==> src/rtl/mam_wb_pkg.sv <==
// Shared constants, state encoding and helpers for the MAM-to-Wishbone master.
package mam_wb_pkg;

   localparam logic [2:0] CTI_CLASSIC = 3'b000;
   localparam logic [2:0] CTI_INCR    = 3'b010;
   localparam logic [2:0] CTI_END     = 3'b111;
   localparam logic [1:0] BTE_LINEAR  = 2'b00;

   localparam int unsigned BEATS_W = 14;

   typedef enum logic [2:0] {
      IDLE,
      BUS,
      GAP,
      DRAIN,
      RESP
   } state_t;

   // Beats in the next Wishbone cycle: the remainder, capped at the burst limit.
   function automatic logic [BEATS_W-1:0] seg_len(input logic [BEATS_W-1:0] total,
                                                  input logic [BEATS_W-1:0] max_burst);
      return (total < max_burst) ? total : max_burst;
   endfunction

endpackage

==> src/rtl/mam_wb_beat_buf.sv <==
// One-entry valid/ready buffer; accepts a new beat in the same cycle the held one leaves.
module mam_wb_beat_buf #(
   parameter int unsigned WIDTH = 8
) (
   input  logic             clk,
   input  logic             rst,
   input  logic             in_valid,
   output logic             in_ready,
   input  logic [WIDTH-1:0] in_data,
   output logic             out_valid,
   input  logic             out_ready,
   output logic [WIDTH-1:0] out_data
);

   logic             full_q;
   logic [WIDTH-1:0] data_q;

   assign in_ready  = !full_q || out_ready;
   assign out_valid = full_q;
   assign out_data  = data_q;

   always_ff @(posedge clk) begin
      if (rst) begin
         full_q <= 1'b0;
         data_q <= '0;
      end else if (in_valid && in_ready) begin
         full_q <= 1'b1;
         data_q <= in_data;
      end else if (out_ready) begin
         full_q <= 1'b0;
      end
   end

endmodule

==> src/rtl/mam_wb_master.sv <==
// MAM request/data streams to Wishbone B3 master with burst splitting,
// read backpressure and error draining.
module mam_wb_master
   import mam_wb_pkg::*;
#(
   parameter int unsigned DATA_WIDTH = 16,
   parameter int unsigned ADDR_WIDTH = 32,
   parameter int unsigned MAX_BURST  = 8
) (
   input  logic                    CLK_I,
   input  logic                    RST_I,
   input  logic                    req_valid,
   output logic                    req_ready,
   input  logic                    req_rw,
   input  logic [ADDR_WIDTH-1:0]   req_addr,
   input  logic                    req_burst,
   input  logic [BEATS_W-1:0]      req_beats,
   input  logic                    write_valid,
   output logic                    write_ready,
   input  logic [DATA_WIDTH-1:0]   write_data,
   input  logic [DATA_WIDTH/8-1:0] write_strb,
   output logic                    read_valid,
   input  logic                    read_ready,
   output logic [DATA_WIDTH-1:0]   read_data,
   output logic                    done,
   output logic                    done_err,
   output logic                    CYC_O,
   output logic                    STB_O,
   output logic                    WE_O,
   output logic [ADDR_WIDTH-1:0]   ADDR_O,
   output logic [DATA_WIDTH-1:0]   DAT_O,
   output logic [DATA_WIDTH/8-1:0] SEL_O,
   output logic [2:0]              CTI_O,
   output logic [1:0]              BTE_O,
   input  logic [DATA_WIDTH-1:0]   DAT_I,
   input  logic                    ACK_I,
   input  logic                    ERR_I
);

   localparam int unsigned STRB_W = DATA_WIDTH / 8;
   localparam int unsigned WBUF_W = DATA_WIDTH + STRB_W;
   localparam logic [BEATS_W-1:0] MAX_SEG = BEATS_W'(MAX_BURST);
   localparam logic [BEATS_W-1:0] ONE     = BEATS_W'(1);

   state_t                  state_q, state_d;
   logic                    rw_q, rw_d, burst_q, burst_d, err_q, err_d;
   logic [ADDR_WIDTH-1:0]   addr_q, addr_d;
   logic [BEATS_W-1:0]      total_q, total_d, seg_q, seg_d, to_load_q, to_load_d;
   logic [BEATS_W-1:0]      req_total;

   logic                    in_bus, in_drain, stb, beat_done, load_en, wr_fire;
   logic                    wbuf_in_ready, wbuf_valid, wbuf_out_ready;
   logic [WBUF_W-1:0]       wbuf_out;
   logic                    rbuf_in_valid, rbuf_in_ready, rbuf_valid;
   logic [DATA_WIDTH-1:0]   rbuf_in_data, rbuf_data;

   assign in_bus    = (state_q == BUS);
   assign in_drain  = (state_q == DRAIN);
   assign stb       = in_bus && (rw_q ? wbuf_valid : rbuf_in_ready);
   assign beat_done = stb && (ACK_I || ERR_I);
   assign load_en   = (in_bus || in_drain) && rw_q && (to_load_q != '0);
   assign wr_fire   = load_en && wbuf_in_ready && write_valid;
   assign req_total = (!req_burst || req_beats == '0) ? ONE : req_beats;

   // During a write drain the buffer is emptied every cycle, discarding its beat.
   assign wbuf_out_ready = (in_bus && beat_done) || (in_drain && rw_q);
   assign rbuf_in_valid  = !rw_q && ((in_bus && beat_done) || (in_drain && total_q != '0));
   assign rbuf_in_data   = (in_bus && !ERR_I) ? DAT_I : '0;

   mam_wb_beat_buf #(.WIDTH(WBUF_W)) u_wbuf (
      .clk       (CLK_I),
      .rst       (RST_I),
      .in_valid  (write_valid && load_en),
      .in_ready  (wbuf_in_ready),
      .in_data   ({write_data, write_strb}),
      .out_valid (wbuf_valid),
      .out_ready (wbuf_out_ready),
      .out_data  (wbuf_out)
   );

   mam_wb_beat_buf #(.WIDTH(DATA_WIDTH)) u_rbuf (
      .clk       (CLK_I),
      .rst       (RST_I),
      .in_valid  (rbuf_in_valid),
      .in_ready  (rbuf_in_ready),
      .in_data   (rbuf_in_data),
      .out_valid (rbuf_valid),
      .out_ready (read_ready),
      .out_data  (rbuf_data)
   );

   always_ff @(posedge CLK_I) begin
      if (RST_I) begin
         state_q   <= IDLE;
         rw_q      <= 1'b0;
         burst_q   <= 1'b0;
         err_q     <= 1'b0;
         addr_q    <= '0;
         total_q   <= '0;
         seg_q     <= '0;
         to_load_q <= '0;
      end else begin
         state_q   <= state_d;
         rw_q      <= rw_d;
         burst_q   <= burst_d;
         err_q     <= err_d;
         addr_q    <= addr_d;
         total_q   <= total_d;
         seg_q     <= seg_d;
         to_load_q <= to_load_d;
      end
   end

   always_comb begin
      state_d   = state_q;
      rw_d      = rw_q;
      burst_d   = burst_q;
      err_d     = err_q;
      addr_d    = addr_q;
      total_d   = total_q;
      seg_d     = seg_q;
      to_load_d = wr_fire ? (to_load_q - ONE) : to_load_q;
      case (state_q)
         IDLE: begin
            if (req_valid) begin
               rw_d      = req_rw;
               burst_d   = req_burst;
               addr_d    = req_addr;
               err_d     = 1'b0;
               total_d   = req_total;
               seg_d     = seg_len(req_total, MAX_SEG);
               to_load_d = req_rw ? req_total : '0;
               state_d   = BUS;
            end
         end
         BUS: begin
            if (beat_done) begin
               addr_d  = addr_q + ADDR_WIDTH'(STRB_W);
               total_d = total_q - ONE;
               seg_d   = seg_q - ONE;
               if (ERR_I) err_d = 1'b1;
               // Reads finish in DRAIN so the last beat leaves the buffer before done.
               if (total_q == ONE)    state_d = rw_q ? RESP : DRAIN;
               else if (ERR_I)        state_d = DRAIN;
               else if (seg_q == ONE) state_d = GAP;
            end
         end
         GAP: begin
            seg_d   = seg_len(total_q, MAX_SEG);
            state_d = BUS;
         end
         DRAIN: begin
            if (rw_q) begin
               if (wbuf_valid) begin
                  total_d = total_q - ONE;
                  if (total_q == ONE) state_d = RESP;
               end
            end else begin
               if (rbuf_in_valid && rbuf_in_ready) total_d = total_q - ONE;
               if (total_q == '0 && (!rbuf_valid || read_ready)) state_d = RESP;
            end
         end
         RESP: state_d = IDLE;
         default: state_d = IDLE;
      endcase
   end

   // Outputs are forced low while reset is sampled high.
   assign req_ready   = !RST_I && (state_q == IDLE);
   assign write_ready = !RST_I && load_en && wbuf_in_ready;
   assign read_valid  = !RST_I && rbuf_valid;
   assign read_data   = RST_I ? '0 : rbuf_data;
   assign done        = !RST_I && (state_q == RESP);
   assign done_err    = done && err_q;
   assign CYC_O       = !RST_I && in_bus;
   assign STB_O       = !RST_I && stb;
   assign WE_O        = CYC_O && rw_q;
   assign ADDR_O      = RST_I ? '0 : addr_q;
   assign DAT_O       = WE_O ? wbuf_out[WBUF_W-1:STRB_W] : '0;
   assign SEL_O       = !CYC_O ? '0 : (rw_q ? wbuf_out[STRB_W-1:0] : '1);
   assign CTI_O       = (!CYC_O || !burst_q) ? CTI_CLASSIC :
                        ((seg_q == ONE) ? CTI_END : CTI_INCR);
   assign BTE_O       = BTE_LINEAR;

endmodule

==> config.mk <==
export PLATFORM = sky130hd
export DESIGN_NAME = mam_wb_master
export DESIGN_NICKNAME = d
export VERILOG_FILES = /design/src/rtl/mam_wb_pkg.sv /design/src/rtl/mam_wb_beat_buf.sv /design/src/rtl/mam_wb_master.sv
export SDC_FILE = /design/constraint.sdc
export NUM_CORES = 1
export LEC_CHECK = 0
export ABC_CLOCK_PERIOD_IN_PS = 3700
export CORE_ASPECT_RATIO = 0.8
export CORE_MARGIN = 2
export CORE_UTILIZATION = 47
export CTS_CLUSTER_SIZE = 24
export DETAILED_ROUTE_END_ITERATION = 8
export GPL_ROUTABILITY_DRIVEN = 1
export MAX_ROUTING_LAYER = met4
export PLACE_DENSITY = 0.78
export SLEW_MARGIN = 30
export SYNTH_ARGS = -nofsm -noshare
export SYNTH_HDL_FRONTEND = slang
export SYNTH_HIERARCHICAL = 1
export SYNTH_SLANG_ARGS = --single-unit
==> constraint.sdc <==
create_clock -name CLK_I -period 3.7 [get_ports CLK_I]
set_input_delay 1.11 -clock CLK_I [delete_from_list [all_inputs] [get_ports CLK_I]]
set_output_delay 1.11 -clock CLK_I [all_outputs]
set_load 0.005 [all_outputs]
==> impl_metrics.yaml, run 1 <==
outcome:
  status: "completed"
clocking:
  clockBufferDepth: 2
  cts_tree: "done"
  cts_made_buffers: 17
  cts_max_level: 4
  worstSkewPairLatency_ns: 0.42
  clk_pin_slew_worst_paths_ns: 0.06
  root_buffer: "clkbuf_16"
  cts_hold_buf: 0
  cts_sinks: 116
setup_path:
  worstReg2RegStart: "state_q[0]$_SDFFE_PP0P_"
  startpoint: "read_ready"
  cp_max_fo: 2
  critPathLaunchType: "input port"
  reg2reg_slack_ns: 0.67
  r2r_cells: 10
  path_cells: "dlygate4sd2_1, nand2b_4, mux2i_4, or3_4, nand2_1, nand2b_4, nor4b_4, buf_2"
  max_stage_delay_ns: 0.38
  arrival_ns: 2.49
  rr_endpoint: "to_load_q[12]$_SDFF_PP0_"
  crit_buf_inv: 2
  worstSetupEndpointType: "primary output"
  cp_common_cell: "nand2b_4"
  slowest_stage: "or3_4"
  critical-path-top-delay-family: "simple AND/OR/NAND/NOR gates"
  setup.worst_path.class: "input port to primary output"
  cp.required_ns: 2.59
final_layout:
  final_common_cell: "clkdlybuf4s50_1"
  nets: 1209
  area_growth_pct: 32.8
  final_core_util_pct: 64.0
  final_area_um2: 10100
  final_layout_size_suffix_gt1_share_pct: 13.5
  most-common-layout-cells: "clkdlybuf4s50_1, dfxtp_1, nand2_1"
power:
  p_int_mw: 3.98
  p_switching_mw: 2.83
  pwr-share-comb_pct: 46.7
  p_leak_nw: 3.60
  switching_share_pct: 41.5
  p_clk_share_pct: 25.2
  seq_power_share_pct: 28.1
  peakVddDrop_uv: 363
  power_density_nw_per_um2: 672
detailed_routing:
  drcViolationCount: 0
  viasPerCell: 5.96
  wl_per_cell_um: 17.9
  dr.pass1.iters: 5
  first_iter_violations: 623
  ant_nets: 0
  num_vias: 7990
  wl_um: 24000
logic_synthesis:
  synth-seq-cells: 116
  yosys.cell_types.count: 82
  synth-edff-count: 0
  syn_area_per_cell_um2: 7.91
  ys.flop_type: "dfxtp_1"
  ys_warn_count: 6
  synth.cell_area_um2: 7620
  yosysSeqAreaShare_pct: 30.5
  synthArstFlopShare_pct: 0
  synthCells: 963
placement:
  portBuffers: 165
  place_congestion: 0.907
  hpwl_um: 16700
  place_area_um2: 9490
sta:
  hold_violations: 0
  tns_ns: 0
  clock_skew_ns: 0.00851
  finalSetupViolations: 0
  slew_headroom_pct: 55.5
  max_freq_ghz: 0.278
  min_period_ns: 3.60
  layout_worst_path_cycle_share_pct: 97.3
  worst_pin_slew_ns: 0.664
  drv_slew: 0
  rsz0062_at_grt: "no"
global_routing:
  grt_max_degree: 47
  grt_overflow_total: 0
  antenna_found_initial: 1
  grt_pass1_wl_um: 38300
  grt_usage_pct: 27.9
  grt_pass1_vias: 7363
hold_path:
  hold_path.class: "flop to flop"
  whs_endpoint: "addr_q[0]$_SDFFE_PP0P_"
  hold_depth: 2
  holdCritStartpoint: "addr_q[0]$_SDFFE_PP0P_"
die:
  initial_utilization_pct: 48.2
  rows: 41
  die_height_um: 118
  design.die.area_um2: 17200
  ios: 168
  core_area_um2: 15800
  die_w_um: 146
run:
  max_cap_violations: 0
[how the worst max path moves through the flow]
stage,endpoint,slack [ns],depth (start not counted)
floorplan,write_ready,0.009,10
global placement,write_ready,-0.54,8
detailed placement,write_ready,-0.55,8
CTS,write_ready,0.01,7
global route,write_ready,0.03,8
finish,write_ready,0.1,8
[per-stage QoR]
| stage | instances | setup WS (ns) | power, mW | hold slack, ns |
|---|---|---|---|---|
| 3_3_place_gp | 1307 | -0.543 | 4.96 | 0.440 |
| 2_1_floorplan | 964 | 0.00899 | 4.03 | 0.429 |
| 3_5_place_dp | 1307 | -0.545 | 5.02 | 0.453 |
| 4_1_cts | 1339 | 0.0149 | 6.75 | 0.467 |
| 5_1_grt | 1340 | 0.0294 | 7.23 | 0.479 |
| 6_report | 1340 | 0.0999 | 6.80 | 0.462 |
[kinds of logic (layout without fill, tap and decap cells)]
group           count (synthesis)  in the layout  synth area share, %
compound gates                298            298                 28.2
xor+xnor                       16             16                 1.84
fa+ha+maj                       8              8                 1.31
buf+inv                       102            262                 6.93
flops                         116            116                 30.5
mux                             4              4                0.591
other cells                     1              3               0.0492
simple gates                  418            418                 30.6
[final cells by class]
class                           instances  area, um^2
Fill cell                            1383        5680
Multi-Input combinational cell        746        4830
Sequential cell                       116        2320
Timing Repair Buffer                  209        2000
Clock buffer                           19         453
Tap cell                              215         269
Clock inverter                         12         155
Inverter                               22        82.6
Antenna cell                            1        2.50
[registers in the layout, summed over array words and instances, names as in the netlist]
register	flops
state_q	3
u_wbuf/out_valid	1
rw_q	1
err_q	1
u_rbuf/out_valid	1
u_rbuf/out_data	16
u_wbuf/out_data	18
total_q	14
burst_q	1
addr_q	32
seg_q	14
to_load_q	14
[worst min-delay path: stages, from the launching register on]
cell and delay [ns]:
dfxtp_1 0.31, nand2_1 0.05, a21oi_1 0.06
[cells in the mapped netlist, types with 14 or more instances]
cell type,count,share of area (%)
dfxtp_1,116,30
nand2_1,76,3.7
a21oi_1,68,4.5
nor2_1,66,3.3
clkbuf_1,46,2.3
nor2b_1,46,3.8
nand3_1,45,3.0
o21ai_0,42,2.8
nor3_1,33,2.2
a21bo_1,30,3.9
a21oi_2,30,3.4
and3_1,23,1.9
and2_1,22,1.8
inv_1,22,1.1
nor4_1,20,1.6
a211oi_1,18,1.8
o31ai_1,17,1.7
nand4_1,14,1.1
[metal layers]
| metal | GRT usage (%) | routed length, um |
|---|---|---|
| met2 | 41.7 | 10700 |
| met5 | - | 0 |
| met4 | 7.22 | 363 |
| met3 | 7.98 | 2020 |
| met1 | 37.3 | 10900 |
[power groups by stage]
stage          clock network [mW]  logic, mW  registers [mW]
2_1_floorplan                   0       2.22            1.81
3_3_place_gp                    0       3.06            1.91
3_5_place_dp                    0       3.10            1.92
4_1_cts                      1.72       3.13            1.90
5_1_grt                      1.78       3.49            1.96
6_report                     1.71       3.18            1.91
[timing repair]
action                                  CTS  global route
gates resized for setup                   5             3
gates cloned                              0             0
buffers inserted                          1             0
endpoints found under the setup margin    2             1
No activity file was read; power rests on OpenSTA's default activity.
==> run 2: changes to the inputs <==
Settings changed: CORE_UTILIZATION 47 to 58, DONT_BUFFER_PORTS from default to 1, PLACE_DENSITY 0.78 to 0.76.
==> impl_metrics.yaml, run 2 (synthesized netlist as in run 1, its figures left out) <==
hold_path:
  holdCritStartpoint: "addr_q[0]$_SDFFE_PP0P_"
  hold_path.class: "flop to flop"
  whs_endpoint: "addr_q[0]$_SDFFE_PP0P_"
  hold_depth: 2
placement:
  pre_cts_ws_ns: 0.447
  hpwl_um: 14400
  portBuffers: 0
  place_congestion: 0.917
outcome:
  status: "completed"
sta:
  max_freq_ghz: 0.306
  clock_skew_ns: 0.00940
  hold_violations: 0
  worst_pin_slew_ns: 0.979
  rsz0062_at_grt: "no"
  finalSetupViolations: 0
  slew_headroom_pct: 34.7
  layout_worst_path_cycle_share_pct: 88.4
  min_period_ns: 3.27
  tns_ns: 0
  fin_ws_ns: 0.430
  whs_ns: 0.446
  drv_slew: 0
final_layout:
  final_common_cell: "dfxtp_1"
  area_growth_pct: 8.43
  most-common-layout-cells: "dfxtp_1, nand2_1, a21oi_1"
  num-fill-cells: 1125
  largest_reg_flops: 32
  nets: 1018
  regMostFlops: "addr_q"
  final_layout_size_suffix_gt1_share_pct: 13.1
  antenna_cells: 0
detailed_routing:
  wl_per_cell_um: 19.4
  viasPerCell: 6.51
  num_vias: 7225
  wl_um: 21500
  first_iter_violations: 764
  ant_nets: 0
  drcViolationCount: 0
  dr.pass1.iters: 7
setup_path:
  r2r_cells: 9
  cp_max_fo: 4
  setup.worst_path.class: "input port to primary output"
  reg2reg_slack_ns: 1.06
  rr_endpoint: "to_load_q[12]$_SDFF_PP0_"
  worstSetupEndpointType: "primary output"
  critPathLaunchType: "input port"
  cp.required_ns: 2.59
  arrival_ns: 2.16
  worstReg2RegStart: "state_q[2]$_SDFFE_PP0P_"
die:
  core_area_um2: 12800
  die_height_um: 107
  die_w_um: 132
  initial_utilization_pct: 59.4
  design.die.area_um2: 14100
  ios: 168
  rows: 37
power:
  p_int_mw: 3.87
  p_leak_nw: 2.88
  seq_power_share_pct: 28.9
  power_mw: 6.62
  p_switching_mw: 2.75
  peakVddDrop_uv: 448
  power_density_nw_per_um2: 801
  switching_share_pct: 41.5
  pwr-share-comb_pct: 42.2
  p_clk_share_pct: 28.9
clocking:
  worstSkewPairLatency_ns: 0.42
  clockBufferDepth: 2
  cts_tree: "done"
  cts_max_level: 4
  cts_sinks: 116
  clk_pin_slew_worst_paths_ns: 0.05
  post_cts.repair.setup_buffers: 0
  ctsResizeCount: 0
  root_buffer: "clkbuf_16"
  cts_hold_buf: 0
  cts_made_buffers: 17
global_routing:
  antenna_found_initial: 0
  grt_pass1_vias: 6737
  grt_usage_pct: 31.4
  grt_pass1_wl_um: 34700
  grt_overflow_total: 0
  grt_max_degree: 148
run:
  max_cap_violations: 0
run 2: changes by cell type in the layout (fill, tap and decap cells not counted), sizes merged, moves of 2 or more:
cell           delta
clkinvlp          -4
dlymetal6s2s      -2
bufinv            +3
inv               +2
clkdlybuf4s50   -160
buf              -28
run 2: cell type report:
type,instances,area [um^2],area share (%)
Tap cell,175,219,2.65
Sequential cell,116,2320,28.1
Inverter,22,82.6,1.00
Clock buffer,18,429,5.20
Multi-Input combinational cell,746,4820,58.4
Clock inverter,14,249,3.01
Timing Repair Buffer,18,135,1.64
run 2: power by group through the flow:
stage	combinational, mW	sequential, mW	clock [mW]
after floorplan	2.22	1.81	0
after global placement	2.68	1.91	0
after detailed placement	2.71	1.92	0
after CTS	2.74	1.90	1.92
after global routing	3.10	1.97	1.98
final	2.79	1.91	1.91
run 2: critical path: stages:
cell and delay, ns:
nand2b_4 0.11, mux2i_4 0.06, or3_4 0.43, nand2_1 0.08
nand2b_4 0.13, nor4b_4 0.23
run 2: worst max-delay path by stage:
stage | from | to | slack [ns] | depth (start not counted)
global route | state_q[0]$_SDFFE_PP0P_ | DAT_O[11] | 0.38 | 5
finish | read_ready | write_ready | 0.43 | 6
floorplan | read_ready | write_ready | 0.009 | 10
global placement | read_ready | write_ready | 0.45 | 6
CTS | read_ready | write_ready | 0.44 | 6
detailed placement | read_ready | write_ready | 0.45 | 6
run 2: metal layers:
layer | track usage [%] | share of wire (%) | routed length [um]
met5 | - | 0 | 0
met4 | 8.07 | 1.6 | 344
met3 | 9.78 | 11 | 2260
met2 | 45.5 | 43 | 9210
met1 | 42.5 | 45 | 9680
run 2: through the flow:
stage | cells | utilization, % | cell area, um^2
after global placement | 1077 | 59.1 | 7580
after floorplan | 964 | - | 7660
after detailed placement | 1077 | 59.1 | 7580
after global routing | 1109 | 64.4 | 8260
final | 1109 | 64.4 | 8260
after CTS | 1109 | 64.4 | 8260
==> run 3: changes to the inputs <==
Settings changed: REMOVE_ABC_BUFFERS from default to 1.
==> impl_metrics.yaml, run 3 (synthesized netlist as in run 1, its figures left out) <==
setup_path:
  critPathLaunchType: "input port"
  arrival_ns: 2.39
  cp.required_ns: 2.59
  cp_max_fo: 3
  setup.worst_path.class: "input port to primary output"
  reg2reg_slack_ns: 0.95
  worstSetupEndpointType: "primary output"
detailed_routing:
  viasPerCell: 6.54
  wl_per_cell_um: 18.8
  first_iter_violations: 895
  drcViolationCount: 0
  wl_um: 21000
  num_vias: 7296
  ant_nets: 0
  dr.pass1.iters: 6
die:
  die_height_um: 107
  ios: 168
  initial_utilization_pct: 59.4
  rows: 37
  core_area_um2: 12800
  design.die.area_um2: 14100
  die_w_um: 132
clocking:
  worstSkewPairLatency_ns: 0.42
  cts_tree: "done"
  cts_max_level: 4
  clockBufferDepth: 2
  cts_hold_buf: 0
  root_buffer: "clkbuf_16"
  ctsResizeCount: 0
  post_cts.repair.setup_buffers: 0
  clk_pin_slew_worst_paths_ns: 0.05
  cts_made_buffers: 17
  cts_sinks: 116
final_layout:
  largest_reg_flops: 32
  regArea_um2: 2320
  regMostFlops: "addr_q"
  num-fill-cells: 1086
  most-common-layout-cells: "dfxtp_1, nand2_1, a21oi_1"
  multi_input_area_um2: 4790
  area_growth_pct: 8.59
  final_area_um2: 8270
  stdcell_count: 1116
  antenna_cells: 0
  final_common_cell: "dfxtp_1"
  final_layout_size_suffix_gt1_share_pct: 13.6
  nets: 1025
power:
  p_int_mw: 3.87
  p_switching_mw: 2.72
  peakVddDrop_uv: 473
  seq_power_share_pct: 29.1
  power_density_nw_per_um2: 796
  p_leak_nw: 2.90
  p_clk_share_pct: 28.1
  switching_share_pct: 41.3
  pwr-share-comb_pct: 42.7
  power_mw: 6.59
placement:
  portBuffers: 0
  dpl.cell_count: 1084
  hpwl_um: 13800
  place_congestion: 0.918
  place_area_um2: 7600
global_routing:
  antenna_found_initial: 0
  grt_overflow_total: 0
  grt_usage_pct: 30.1
  grt_pass1_vias: 6483
  grt_max_degree: 148
  grt_pass1_wl_um: 33500
sta:
  clock_skew_ns: 0.0127
  worst_pin_slew_ns: 0.964
  tns_ns: 0
  layout_worst_path_cycle_share_pct: 94.6
  max_freq_ghz: 0.286
  rsz0062_at_grt: "no"
  slew_headroom_pct: 35.8
  min_period_ns: 3.50
  drv_slew: 0
  hold_violations: 0
  finalSetupViolations: 0
hold_path:
  hold_path.class: "flop to flop"
run:
  max_cap_violations: 0
outcome:
  status: "completed"
-- run 3: cell types whose count changed in the layout (fill, tap and decap cells not counted) --
cell and delta:
inv_6 -2, or3_4 -1, mux2i_4 -1, nor4b_1 +1, nor4b_4 -1, bufinv_16 -1, clkinv_2 +2, clkinvlp_4 +2
clkbuf_1 -1, or3_1 +1, clkinv_4 -3, buf_4 +7, clkbuf_8 +3, mux2i_2 +1
-- run 3: routing by layer --
metal,vias to the layer above,part of all wire [%],GRT usage [%]
met1,3387,46,42.4
met2,390,43,41.6
met5,-,0,-
li1,3469,-,-
met3,50,8.3,6.29
met4,0,2.6,12.3
-- run 3: power groups by stage --
stage          clock network (mW)  registers, mW  logic, mW
5_1_grt                      1.94           1.97       3.09
6_report                     1.85           1.92       2.81
2_1_floorplan                   0           1.86       1.98
3_5_place_dp                    0           1.92       2.71
3_3_place_gp                    0           1.91       2.69
4_1_cts                      1.86           1.90       2.75
-- run 3: through the flow --
stage               setup WS (ns)  hold WS (ns)  utilization [%]
detailed placement          0.247         0.466             59.3
finish                      0.202         0.481             64.5
global placement            0.293         0.462             59.3
global route                0.168         0.498             64.5
CTS                         0.240         0.473             64.5
floorplan                  -0.557         0.426                -
-- run 3: path summary, 6_finish.rpt --
check                                             start                       end  cells past startpoint
worst max-delay path                         read_ready               write_ready                      7
worst min-delay path               burst_q$_SDFFE_PP0P_      burst_q$_SDFFE_PP0P_                      2
worst max register to register  state_q[0]$_SDFFE_PP0P_  to_load_q[12]$_SDFF_PP0_                      9
worst min register to register     burst_q$_SDFFE_PP0P_      burst_q$_SDFFE_PP0P_                      2
-- run 3: area by class of cell --
type	count	area share [%]
Clock buffer	20	5.64
Tap cell	175	2.65
Clock inverter	12	2.42
Sequential cell	116	28.1
Multi-Input combinational cell	746	57.9
Timing Repair Buffer	25	2.27
Inverter	22	0.998
-- run 3: worst max-delay path, stage by stage --
cell and delay, ns:
nand2b_4 0.11, mux2i_2 0.08, or3_1 0.40, nand2_1 0.08, nand2b_4 0.13, nor4b_1 0.30, buf_4 0.18
